==> src/rtl/afu_axil_ctrl.sv <==
// AXI4-Lite control slave for an XRT AFU: ap_ctrl_hs registers, GIE/IER/ISR, capability words and DCR write forwarding.
// Optional build macro AFU_CTRL_DCR_READY_EN adds a dcr_wr_ready handshake that back-pressures the write channel.
module afu_axil_ctrl #(
  parameter int unsigned AXI_ADDR_WIDTH = 8,
  parameter int unsigned AXI_DATA_WIDTH = 32,
  parameter logic [63:0] DEV_CAPS       = 64'h0,
  parameter logic [63:0] ISA_CAPS       = 64'h0
) (
  input  logic                          ap_clk,
  input  logic                          ap_rst_n,
  input  logic                          s_axi_ctrl_awvalid,
  output logic                          s_axi_ctrl_awready,
  input  logic [AXI_ADDR_WIDTH-1:0]     s_axi_ctrl_awaddr,
  input  logic                          s_axi_ctrl_wvalid,
  output logic                          s_axi_ctrl_wready,
  input  logic [AXI_DATA_WIDTH-1:0]     s_axi_ctrl_wdata,
  input  logic [AXI_DATA_WIDTH/8-1:0]   s_axi_ctrl_wstrb,
  output logic                          s_axi_ctrl_bvalid,
  input  logic                          s_axi_ctrl_bready,
  output logic [1:0]                    s_axi_ctrl_bresp,
  input  logic                          s_axi_ctrl_arvalid,
  output logic                          s_axi_ctrl_arready,
  input  logic [AXI_ADDR_WIDTH-1:0]     s_axi_ctrl_araddr,
  output logic                          s_axi_ctrl_rvalid,
  input  logic                          s_axi_ctrl_rready,
  output logic [AXI_DATA_WIDTH-1:0]     s_axi_ctrl_rdata,
  output logic [1:0]                    s_axi_ctrl_rresp,
  output logic                          ap_start,
  input  logic                          ap_done,
  input  logic                          ap_ready,
  input  logic                          ap_idle,
  output logic                          dcr_wr_valid,
  output logic [31:0]                   dcr_wr_addr,
  output logic [31:0]                   dcr_wr_data,
`ifdef AFU_CTRL_DCR_READY_EN
  input  logic                          dcr_wr_ready,
`endif
  output logic                          interrupt
);

  localparam int unsigned W = AXI_ADDR_WIDTH - 2;
  localparam logic [W-1:0] A_CTRL   = W'(8'h00 >> 2);
  localparam logic [W-1:0] A_GIE    = W'(8'h04 >> 2);
  localparam logic [W-1:0] A_IER    = W'(8'h08 >> 2);
  localparam logic [W-1:0] A_ISR    = W'(8'h0C >> 2);
  localparam logic [W-1:0] A_DEV_LO = W'(8'h10 >> 2);
  localparam logic [W-1:0] A_DEV_HI = W'(8'h14 >> 2);
  localparam logic [W-1:0] A_ISA_LO = W'(8'h18 >> 2);
  localparam logic [W-1:0] A_ISA_HI = W'(8'h1C >> 2);
  localparam logic [W-1:0] A_DCR_AD = W'(8'h20 >> 2);
  localparam logic [W-1:0] A_DCR_DT = W'(8'h24 >> 2);

  typedef enum logic [1:0] {WRRESET, WRIDLE, WRDATA, WRRESP} wr_state_t;
  typedef enum logic [1:0] {RDRESET, RDIDLE, RDDATA} rd_state_t;

  wr_state_t   wr_state;
  rd_state_t   rd_state;
  logic [W-1:0] wr_word;
  logic [W-1:0] rd_word;

  logic        auto_restart;
  logic        done_bit;
  logic        ready_bit;
  logic        gie;
  logic [1:0]  ier;
  logic [1:0]  isr;
  logic [1:0]  isr_next;
  logic [31:0] dcr_addr;
  logic [31:0] wmask;
  logic [31:0] rd_mux;

  logic w_hs;
  logic ar_hs;
  logic wr_ctrl, wr_gie, wr_ier, wr_isr, wr_dcr_addr, wr_dcr_data;
  logic ctrl_rd;
  logic unused_addr_lsbs;

  assign unused_addr_lsbs = ^{s_axi_ctrl_awaddr[1:0], s_axi_ctrl_araddr[1:0]};

  assign s_axi_ctrl_bresp = 2'b00;
  assign s_axi_ctrl_rresp = 2'b00;

  assign w_hs    = s_axi_ctrl_wvalid & s_axi_ctrl_wready;
  assign ar_hs   = s_axi_ctrl_arvalid & s_axi_ctrl_arready;
  assign rd_word = s_axi_ctrl_araddr[AXI_ADDR_WIDTH-1:2];

  assign wr_ctrl     = w_hs && (wr_word == A_CTRL);
  assign wr_gie      = w_hs && (wr_word == A_GIE);
  assign wr_ier      = w_hs && (wr_word == A_IER);
  assign wr_isr      = w_hs && (wr_word == A_ISR);
  assign wr_dcr_addr = w_hs && (wr_word == A_DCR_AD);
  assign wr_dcr_data = w_hs && (wr_word == A_DCR_DT);
  assign ctrl_rd     = ar_hs && (rd_word == A_CTRL);

  assign wmask = {{8{s_axi_ctrl_wstrb[3]}}, {8{s_axi_ctrl_wstrb[2]}},
                  {8{s_axi_ctrl_wstrb[1]}}, {8{s_axi_ctrl_wstrb[0]}}};

  assign isr_next = (isr ^ (wr_isr ? (s_axi_ctrl_wdata[1:0] & {2{s_axi_ctrl_wstrb[0]}}) : 2'b00))
                  | {ap_ready & ier[1], ap_done & ier[0]};

  // Write channel FSM; handshake outputs are registered state bits.
  // NOTE: sequential state uses non-blocking (<=) so every flop samples pre-edge values regardless of block order.
  always_ff @(posedge ap_clk or negedge ap_rst_n) begin
    if (!ap_rst_n) begin
      wr_state           <= WRRESET;
      wr_word            <= '0;
      s_axi_ctrl_awready <= 1'b0;
      s_axi_ctrl_wready  <= 1'b0;
      s_axi_ctrl_bvalid  <= 1'b0;
    end else begin
      case (wr_state)
        WRRESET: begin
          wr_state           <= WRIDLE;
          s_axi_ctrl_awready <= 1'b1;
        end
        WRIDLE: if (s_axi_ctrl_awvalid) begin
          wr_word            <= s_axi_ctrl_awaddr[AXI_ADDR_WIDTH-1:2];
          s_axi_ctrl_awready <= 1'b0;
          s_axi_ctrl_wready  <= 1'b1;
          wr_state           <= WRDATA;
        end
        WRDATA: begin
`ifdef AFU_CTRL_DCR_READY_EN
          // A DCR data write parks here with wready low until the device accepts it.
          if (w_hs) begin
            s_axi_ctrl_wready <= 1'b0;
            if (!wr_dcr_data) begin
              s_axi_ctrl_bvalid <= 1'b1;
              wr_state          <= WRRESP;
            end
          end else if (dcr_wr_valid && dcr_wr_ready) begin
            s_axi_ctrl_bvalid <= 1'b1;
            wr_state          <= WRRESP;
          end
`else
          if (w_hs) begin
            s_axi_ctrl_wready <= 1'b0;
            s_axi_ctrl_bvalid <= 1'b1;
            wr_state          <= WRRESP;
          end
`endif
        end
        WRRESP: if (s_axi_ctrl_bready) begin
          s_axi_ctrl_bvalid  <= 1'b0;
          s_axi_ctrl_awready <= 1'b1;
          wr_state           <= WRIDLE;
        end
        default: wr_state <= WRIDLE;
      endcase
    end
  end

  // Register file; all updates commit on the w handshake.
  always_ff @(posedge ap_clk or negedge ap_rst_n) begin
    if (!ap_rst_n) begin
      ap_start     <= 1'b0;
      auto_restart <= 1'b0;
      done_bit     <= 1'b0;
      ready_bit    <= 1'b0;
      gie          <= 1'b0;
      ier          <= 2'b00;
      isr          <= 2'b00;
      interrupt    <= 1'b0;
      dcr_addr     <= '0;
      dcr_wr_valid <= 1'b0;
      dcr_wr_addr  <= '0;
      dcr_wr_data  <= '0;
    end else begin
      if (wr_ctrl && s_axi_ctrl_wstrb[0] && s_axi_ctrl_wdata[0]) ap_start <= 1'b1;
      else if (ap_ready && !auto_restart)                        ap_start <= 1'b0;
      if (wr_ctrl && s_axi_ctrl_wstrb[0]) auto_restart <= s_axi_ctrl_wdata[7];

      // Clear-on-read, but a pulse landing on the read itself survives to the next read.
      done_bit  <= ap_done  | (done_bit  & ~ctrl_rd);
      ready_bit <= ap_ready | (ready_bit & ~ctrl_rd);

      if (wr_gie && s_axi_ctrl_wstrb[0]) gie <= s_axi_ctrl_wdata[0];
      if (wr_ier && s_axi_ctrl_wstrb[0]) ier <= s_axi_ctrl_wdata[1:0];
      isr       <= isr_next;
      interrupt <= gie & (|isr_next);

      if (wr_dcr_addr) dcr_addr <= (dcr_addr & ~wmask) | (s_axi_ctrl_wdata & wmask);

      if (wr_dcr_data) begin
        dcr_wr_valid <= 1'b1;
        dcr_wr_addr  <= dcr_addr;
        dcr_wr_data  <= s_axi_ctrl_wdata;
      end else begin
`ifdef AFU_CTRL_DCR_READY_EN
        if (dcr_wr_ready) dcr_wr_valid <= 1'b0;
`else
        dcr_wr_valid <= 1'b0;
`endif
      end
    end
  end

  // NOTE: rd_mux gets a default before the case so no path leaves it unassigned (no latch).
  always_comb begin
    rd_mux = '0;
    case (rd_word)
      A_CTRL:   rd_mux = {24'h0, auto_restart, 3'b000, ready_bit, ap_idle, done_bit, ap_start};
      A_GIE:    rd_mux = {31'h0, gie};
      A_IER:    rd_mux = {30'h0, ier};
      A_ISR:    rd_mux = {30'h0, isr};
      A_DEV_LO: rd_mux = DEV_CAPS[31:0];
      A_DEV_HI: rd_mux = DEV_CAPS[63:32];
      A_ISA_LO: rd_mux = ISA_CAPS[31:0];
      A_ISA_HI: rd_mux = ISA_CAPS[63:32];
      A_DCR_AD: rd_mux = dcr_addr;
      default:  rd_mux = '0;
    endcase
  end

  always_ff @(posedge ap_clk or negedge ap_rst_n) begin
    if (!ap_rst_n) begin
      rd_state           <= RDRESET;
      s_axi_ctrl_arready <= 1'b0;
      s_axi_ctrl_rvalid  <= 1'b0;
      s_axi_ctrl_rdata   <= '0;
    end else begin
      case (rd_state)
        RDRESET: begin
          rd_state           <= RDIDLE;
          s_axi_ctrl_arready <= 1'b1;
        end
        RDIDLE: if (s_axi_ctrl_arvalid) begin
          s_axi_ctrl_rdata   <= rd_mux;
          s_axi_ctrl_rvalid  <= 1'b1;
          s_axi_ctrl_arready <= 1'b0;
          rd_state           <= RDDATA;
        end
        RDDATA: if (s_axi_ctrl_rready) begin
          s_axi_ctrl_rvalid  <= 1'b0;
          s_axi_ctrl_arready <= 1'b1;
          rd_state           <= RDIDLE;
        end
        default: rd_state <= RDIDLE;
      endcase
    end
  end

endmodule
==> config.mk <==
export PLATFORM = sky130hd
export DESIGN_NAME = afu_axil_ctrl
export DESIGN_NICKNAME = d
export VERILOG_FILES = /design/src/rtl/afu_axil_ctrl.sv
export SDC_FILE = /design/constraint.sdc
export NUM_CORES = 1
export LEC_CHECK = 0
export BUFFER_PORTS_ARGS = -buffer_cell sky130_fd_sc_hd__buf_2
export CAP_MARGIN = 20
export CELL_PAD_IN_SITES_DETAIL_PLACEMENT = 1
export CELL_PAD_IN_SITES_GLOBAL_PLACEMENT = 1
export CORE_UTILIZATION = 25
export CTS_CLUSTER_DIAMETER = 60
export DETAILED_ROUTE_END_ITERATION = 12
export GPL_ROUTABILITY_DRIVEN = 0
export HOLD_SLACK_MARGIN = 0.1
export PLACE_DENSITY = 0.49
export SYNTH_ARGS = -nofsm -noshare
export SYNTH_HDL_FRONTEND = slang
export SYNTH_SLANG_ARGS = --single-unit
==> constraint.sdc <==
create_clock -name ap_clk -period 2.5 [get_ports ap_clk]
set_input_delay 0.5 -clock ap_clk [delete_from_list [all_inputs] [get_ports ap_clk]]
set_output_delay 0.5 -clock ap_clk [all_outputs]
set_load 0.05 [all_outputs]
==> flow_summary.toml, run 1 <==
[worst_hold_path]
worst_hold_launch = "s_axi_ctrl_awaddr[6]"
worst_hold_path_ep = "wr_word[4]"
holdPathStages = 2
hold_path.class = "in2reg"

[drt]
routed-wl-met2_um = 7380
via_per_inst = 4.34
wl_um = 15800
drt.antenna.violating_nets = 0
route.vias.total = 4154
topRoutingLayerUsed = "met4"
detail_route_met3_wl_um = 939
wl_per_cell_um = 16.4
wl_met1_um = 7240
remaining_routing_drc_violations = 0
drtIter0Drc = 109
drtPass1Iterations = 5

[clocking]
cts.sinks = 154
clk_latency_ns = 0.42
path_clk_slew_ns = 0.06
tritoncts = "yes"
htree_num_levels = 4
cts_resized = 0
root_buffer = "sky130_fd_sc_hd__clkbuf_16"
cts-buffers-inserted = 17
cts.path.max_buffers = 2

[logic_synthesis]
yosysWarningCount = 0
synth-edff-count = 0
synth_top_cell_area_share = 0.631
syn_area_per_cell_sq_um = 13.4
synth-seq-area-share = 0.631
synth.top_cells.by_area = "sky130_fd_sc_hd__dfrtp_1, sky130_fd_sc_hd__mux2_2, sky130_fd_sc_hd__nand2_1, sky130_fd_sc_hd__o21ai_1, sky130_fd_sc_hd__ha_1"
synth_cell_types = 41
async_flop_share = 1.00
post_synth_top_area_cell = "sky130_fd_sc_hd__dfrtp_1"
syn_inst = 455
yosys_register_bits = 154
post_synthesis_cell_area_sq_mm = 0.00611
ys_dominant_reg_cell = "sky130_fd_sc_hd__dfrtp_1"

[worst_setup_path]
r2r_start = "wr_word[4]"
critPathRequiredTime_ns = 2.80
reg2reg_slack_ns = 0.49
critPathArrivalTime_ns = 2.31
startpoint_to_endpoint_class_of_the_critical_path = "reg2reg"
critPathLaunchType = "flop"
nature_of_the_critical_path_endpoint = "flop"
timing.critical_path.fanout_max = 8
ff2ff_path_depth = 4
crit_path_from = "wr_word[4]"

[timing]
final_period_minus_worst_setup_slack_ns = 2.01
worst_pin_slew_ns = 0.716
finalSetupTns_ns = 0
grt_setup_unrepaired = "no"
fmax_mhz = 497
report.final.setup_viol = 0
post-route-period-util = 0.804
slew_headroom = 0.523
final_max_slew_viol_count = 0
setup_skew_ns = 0.0108
final-hold-violation-count = 0

[outcome]
result_of_the_run = "completed"

[grt]
vias_in_the_first_global_route = 4444
global_route.usage.total = 0.131
grt_first_pass_wirelength_um = 24400
overflow_left_after_global_routing = 0
grt_antenna_before_repair = 1
grt_start_max_net_pins = 65

[floorplanning]
num_io_pins = 170
core_region_area_sq_mm = 0.0237
floorplan.die.width_um = 158
chipHeight_um = 158
num_rows = 56
floorplan.initialDensity = 0.258
dieArea_sq_mm = 0.0251

[final_layout]
fin_nets = 691
layout.cells.most_common = "sky130_fd_sc_hd__buf_2"
layout.cells.most_common_list = "sky130_fd_sc_hd__buf_2, sky130_fd_sc_hd__dfrtp_1, sky130_fd_sc_hd__mux2_2"
area_growth_syn_to_layout_pct = 29.5
final_layout_size_suffix_gt1_frac = 0.491
fill_cells = 2653

[place]
place.detailed.hpwl_um = 11100
buffer_ports.inserted = 161

[pwr]
cellLeakagePower_nw = 4.07
power_density_mw_per_mm2 = 1050
p_total_mw = 8.32
ir_drop_v = 0.000384

[job]
timing.max_cap.violations = 0
-- area by class of cell --
class                   count  area [sq um]  share of cell area
multi-input cells         275          2100               0.266
well taps                 319           399              0.0505
diodes                      1          2.50            0.000316
repair buffers            170           932               0.118
flip-flops and latches    154          3850               0.487
inverters                   7          26.3             0.00332
clock buffers              18           429              0.0543
clock inverters            14           165              0.0209
-- per-layer routing --
metal,up-vias,global-route usage
met3,17,0.0367
met4,0,0.0453
met1,2098,0.169
li1,1911,-
met5,-,0
met2,128,0.209
-- how the worst max path moves through the flow --
stage	endpoint	slack (ns)	depth (start not counted)
finish	flop	0.49	4
CTS	flop	0.45	4
global placement	flop	0.34	5
global route	flop	0.38	4
detailed placement	flop	0.29	5
floorplan	flop	0.60	5
-- stage by stage --
step	util	instance area (sq um)	setup slack, ns	hold WS, ns	instances
2_1_floorplan	-	6120	0.599	0.204	458
3_3_place_gp	0.308	7300	0.339	0.462	924
3_5_place_dp	0.308	7300	0.289	0.470	924
4_1_cts	0.334	7910	0.452	0.286	957
5_1_grt	0.334	7910	0.383	0.300	957
6_report	0.334	7910	0.490	0.314	958
-- critical path: stages (launching register included) --
cell,delay (ns)
sky130_fd_sc_hd__dfrtp_1,0.38
sky130_fd_sc_hd__and4bb_1,0.37
sky130_fd_sc_hd__and4b_1,0.41
sky130_fd_sc_hd__nand2_1,0.35
sky130_fd_sc_hd__mux2_2,0.38
-- power breakdown --
part | switching (mW) | total (mW) | internal, mW
registers | 0.338 | 3.35 | 3.01
logic | 1.62 | 2.35 | 0.738
clock network | 1.12 | 2.61 | 1.49
-- cell usage after synthesis, types with 4 or more instances --
master and instances:
sky130_fd_sc_hd__dfrtp_1 154, sky130_fd_sc_hd__mux2_2 107, sky130_fd_sc_hd__nand2_1 78, sky130_fd_sc_hd__o21ai_1 29, sky130_fd_sc_hd__buf_2 8, sky130_fd_sc_hd__inv_1 7
sky130_fd_sc_hd__o21ai_0 7, sky130_fd_sc_hd__clkbuf_1 5, sky130_fd_sc_hd__a21oi_1 4, sky130_fd_sc_hd__a22oi_1 4, sky130_fd_sc_hd__buf_4 4, sky130_fd_sc_hd__ha_1 4
sky130_fd_sc_hd__nor2_1 4
-- kinds of logic (layout without fill, tap and decap cells) --
logic type	count (synthesis)	in the layout	synth area share
xor gates and xnor gates	2	2	0.00287
other	1	5	0.000614
adders and majority gates	4	4	0.00820
DFF	154	154	0.631
and+or+nand+nor	103	103	0.0772
buffers and inverters	29	209	0.0272
AOI/OAI and AO/OA	53	53	0.0502
muxes	109	109	0.203
-- what timing repair did --
action	4_1_cts	5_1_grt
hold endpoints to repair	43	0
hold buffers	1	0
setup buffers	0	0
(Power assumes the default switching activity.)
==> inputs of run 2 (changes only) <==
Clock period 2.5 ns to 2.1 ns, I/O delays scaled along.
==> flow_summary.toml, run 2 (synthesis gave the netlist of run 1 again) <==
[grt]
overflow_left_after_global_routing = 0
vias_in_the_first_global_route = 4492
grt_first_pass_wirelength_um = 24900
grt_antenna_before_repair = 1
grt_start_max_net_pins = 65
global_route.usage.total = 0.132

[drt]
wl_um = 15800
drtIter0Drc = 133
drtPass1Iterations = 4
drt.antenna.violating_nets = 0
via_per_inst = 4.29
wl_per_cell_um = 16.4
route.vias.total = 4124
remaining_routing_drc_violations = 0

[timing]
report.final.setup_viol = 0
fmax_mhz = 516
grt_setup_unrepaired = "no"
setup_skew_ns = 0.0109
final_max_slew_viol_count = 0
final_period_minus_worst_setup_slack_ns = 1.94
post-route-period-util = 0.923
finalSetupTns_ns = 0
final-hold-violation-count = 0
worst_pin_slew_ns = 0.511
slew_headroom = 0.656

[clocking]
root_buffer = "sky130_fd_sc_hd__clkbuf_16"
cts.sinks = 154
clk_latency_ns = 0.42
htree_num_levels = 4
cts.path.max_buffers = 2
tritoncts = "yes"
cts_setup_buffers = 0
cts-buffers-inserted = 17
path_clk_slew_ns = 0.07
cts_resized = 0

[worst_setup_path]
nature_of_the_critical_path_endpoint = "flop"
critPathRequiredTime_ns = 2.40
critPathLaunchType = "flop"
timing.critical_path.fanout_max = 8
cells_along_the_critical_path = "and4bb_1 -> and4b_1 -> nand2_1 -> mux2_2"
startpoint_to_endpoint_class_of_the_critical_path = "reg2reg"
cp_slowest_stage_delay_ns = 0.39
ff2ff_path_depth = 4
critPathArrivalTime_ns = 2.24
critical_path.slowest_cell = "sky130_fd_sc_hd__dfrtp_1"

[place]
postPlaceCellArea_sq_mm = 0.00738
place.detailed.hpwl_um = 11200
buffer_ports.inserted = 161

[final_layout]
layout.cells.most_common_list = "sky130_fd_sc_hd__buf_2, sky130_fd_sc_hd__dfrtp_1, sky130_fd_sc_hd__mux2_2"
layout.cells.most_common = "sky130_fd_sc_hd__buf_2"
fin_nets = 695
finalCoreUtilization = 0.337
final_area_sq_mm = 0.00798
final_layout_size_suffix_gt1_frac = 0.494
area_growth_syn_to_layout_pct = 30.7

[floorplanning]
floorplan.die.width_um = 158
floorplan.initialDensity = 0.258
num_rows = 56
num_io_pins = 170
dieArea_sq_mm = 0.0251
chipHeight_um = 158
core_region_area_sq_mm = 0.0237

[pwr]
ir_drop_v = 0.000448
cellLeakagePower_nw = 4.12
power_density_mw_per_mm2 = 1240
p_total_mw = 9.88

[worst_hold_path]
hold_path.class = "in2reg"
holdPathStages = 2

[outcome]
result_of_the_run = "completed"

[job]
timing.max_cap.violations = 0
## run 2: worst paths after layout
kind	from	slack (ns)	end
max	wr_word[5]	0.16	flop
min	ap_done	0.22	done_bit
max reg2reg	wr_word[5]	0.16	flop
min reg2reg	s_axi_ctrl_rdata[1]	0.48	s_axi_ctrl_rdata[1]
max in group asynchronous	ap_rst_n	0.99	async pin
min in group asynchronous	ap_rst_n	0.49	dcr_wr_addr[27]
## run 2: metrics by stage
| stage | hold slack, ns | std cells | setup WS, ns |
|---|---|---|---|
| after CTS | 0.203 | 961 | 0.135 |
| after floorplan | 0.124 | 458 | 0.199 |
| after detailed placement | 0.367 | 928 | 0.0509 |
| final | 0.222 | 962 | 0.163 |
| after global routing | 0.207 | 961 | 0.0454 |
| after global placement | 0.364 | 928 | 0.108 |
## run 2: critical path, delay by kind of cell (launching register included)
kind | cells | cell delay (ns)
DFF | 1 | 0.39
muxes | 1 | 0.37
and+or+nand+nor | 3 | 1.06
## run 2: final cells by class
class                           instances  area [sq um]
Antenna cell                            1          2.50
Clock buffer                           18           429
Clock inverter                         14           158
Fill cell                            2623         15700
Inverter                                7          26.3
Multi-Input combinational cell        275          2100
Sequential cell                       154          3850
Tap cell                              319           399
Timing Repair Buffer                  174          1010
## run 2: power by group
group          internal [mW]  total [mW]  switching (mW)
clock                   1.69        3.05            1.37
sequential              3.59        4.00           0.411
combinational          0.895        2.83            1.93
total                   6.17        9.88            3.71
## run 2: layer usage
layer | share of wire | GRT usage | vias to the layer above
met5 | 0 | 0 | -
met4 | 0.0097 | 0.0430 | 0
met3 | 0.065 | 0.0397 | 11
met2 | 0.48 | 0.217 | 123
met1 | 0.45 | 0.165 | 2076
li1 | - | - | 1914
## run 2: what timing repair did
action / CTS / global route
hold endpoints to repair: 37 / 0
endpoints found under the setup margin: 0 / 0
hold buffers: 1 / 0
==> inputs of run 3 (changes only) <==
Settings changed: CELL_PAD_IN_SITES_DETAIL_PLACEMENT 1 to not set, CELL_PAD_IN_SITES_GLOBAL_PLACEMENT 1 to not set, PLACE_DENSITY 0.49 to 0.4.
==> flow_summary.toml, run 3 (synthesis gave the netlist of run 1 again) <==
[outcome]
result_of_the_run = "completed"

[floorplanning]
dieArea_sq_mm = 0.0251
chipHeight_um = 158
floorplan.initialDensity = 0.258
floorplan.die.width_um = 158
num_io_pins = 170
num_rows = 56
core_region_area_sq_mm = 0.0237

[final_layout]
final_area_sq_mm = 0.00797
area_growth_syn_to_layout_pct = 30.4
fill_cells = 2479
layout.cells.most_common_list = "sky130_fd_sc_hd__buf_2, sky130_fd_sc_hd__dfrtp_1, sky130_fd_sc_hd__mux2_2"
finalCoreUtilization = 0.336
fin_nets = 696
antenna_cells_inserted = 0
layout.cells.most_common = "sky130_fd_sc_hd__buf_2"
final_layout_size_suffix_gt1_frac = 0.496

[clocking]
root_buffer = "sky130_fd_sc_hd__clkbuf_16"
cts.sinks = 154
htree_num_levels = 4
cts_setup_buffers = 0
tritoncts = "yes"
cts.path.max_buffers = 2
cts-buffers-inserted = 17
path_clk_slew_ns = 0.07
clk_latency_ns = 0.41

[worst_setup_path]
critPathLaunchType = "flop"
timing.critical_path.fanout_max = 8
cp_slowest_stage_delay_ns = 0.37
reg2reg_slack_ns = 0.21
critPathArrivalTime_ns = 2.19
critical_path.slowest_cell = "sky130_fd_sc_hd__dfrtp_1"
r2r_start = "wr_word[4]"
crit_path_from = "wr_word[4]"
nature_of_the_critical_path_endpoint = "flop"
cells_along_the_critical_path = "and4bb_1 -> and4b_1 -> nand2_1 -> mux2_2"
startpoint_to_endpoint_class_of_the_critical_path = "reg2reg"
critPathRequiredTime_ns = 2.39

[drt]
wl_per_cell_um = 15.0
drt.antenna.violating_nets = 0
wl_um = 14500
route.vias.total = 4043
drtIter0Drc = 109
drtPass1Iterations = 4
remaining_routing_drc_violations = 0
via_per_inst = 4.20

[pwr]
cellLeakagePower_nw = 4.11
intPower_mw = 6.25
power_density_mw_per_mm2 = 1240
power.clock.fraction = 0.314
combinationalPowerShare = 0.282
switching_share = 0.365
power_frac_seq = 0.404
ir_drop_v = 0.000478
power_dissipated_by_switching_net_loads_mw = 3.59
p_total_mw = 9.84

[timing]
grt_setup_unrepaired = "no"
fmax_mhz = 528
post-route-period-util = 0.901
final_period_minus_worst_setup_slack_ns = 1.89
finalSetupTns_ns = 0
final-hold-violation-count = 0
setup_skew_ns = 0.00796
final_max_slew_viol_count = 0
post_route_worst_hold_slack_ns = 0.228
report.final.setup_viol = 0

[place]
buffer_ports.inserted = 161
place.detailed.hpwl_um = 10400
postPlaceCellArea_sq_mm = 0.00736

[grt]
grt_start_max_net_pins = 43
grt_first_pass_wirelength_um = 22600
grt_antenna_before_repair = 1
global_route.usage.total = 0.121
vias_in_the_first_global_route = 4150
overflow_left_after_global_routing = 0

[worst_hold_path]
worst_hold_launch = "ap_done"
hold_path.class = "in2reg"

[job]
timing.max_cap.violations = 0
## run 3: changes by cell type in the layout (fill, tap and decap cells not counted), sizes merged
| cell | delta |
|---|---|
| buf | +1 |
| bufinv | +1 |
| clkbuf | -1 |
| clkinv | -1 |
| clkinvlp | +4 |
| diode | -1 |
| inv | -3 |
## run 3: power by group through the flow
stage	Sequential [mW]	Clock (mW)	Combinational, mW
after detailed placement	4.04	0	2.81
after global routing	4.07	3.33	2.96
after floorplan	5.15	0	0.925
after global placement	4.00	0	2.79
final	3.98	3.09	2.78
after CTS	3.98	3.20	2.81
## run 3: path summary, 6_finish.rpt
kind | endpoint | depth (start not counted)
max | flop | 4
min | done_bit | 2
max reg2reg | flop | 4
min reg2reg | s_axi_ctrl_rdata[2] | 2
max in group asynchronous | wr_word[1] | 3
min in group asynchronous | dcr_wr_data[6] | 2
## run 3: cell type report
type,count,area [sq um],share of cell area
clock buffers,17,425,0.0534
clock inverters,15,166,0.0209
inverters,7,26.3,0.00330
multi-input cells,275,2100,0.264
flip-flops and latches,154,3850,0.484
well taps,319,399,0.0501
repair buffers,175,995,0.125
## run 3: what timing repair did
| item | 4_1_cts | 5_1_grt |
|---|---|---|
| hold buffers | 1 | 0 |
| resized for setup | 0 | 0 |
| hold endpoints to repair | 33 | 0 |
## run 3: critical path: cells and delay by family (launching register included)
kind / cells / cell delay (ns)
simple gates: 3 / 1.03
flops: 1 / 0.37
mux: 1 / 0.36
## run 3: stage by stage
step | cells | worst slack, ns
after floorplan | 458 | 0.199
after global placement | 929 | 0.0728
after detailed placement | 929 | 0.0455
after CTS | 962 | 0.134
after global routing | 962 | 0.0401
final | 962 | 0.207
## run 3: metal layers
metal / GRT usage / wire [um]
met1: 0.151 / 6720
met4: 0.0334 / 99
met2: 0.196 / 6740
met3: 0.0446 / 912
met5: 0 / 13
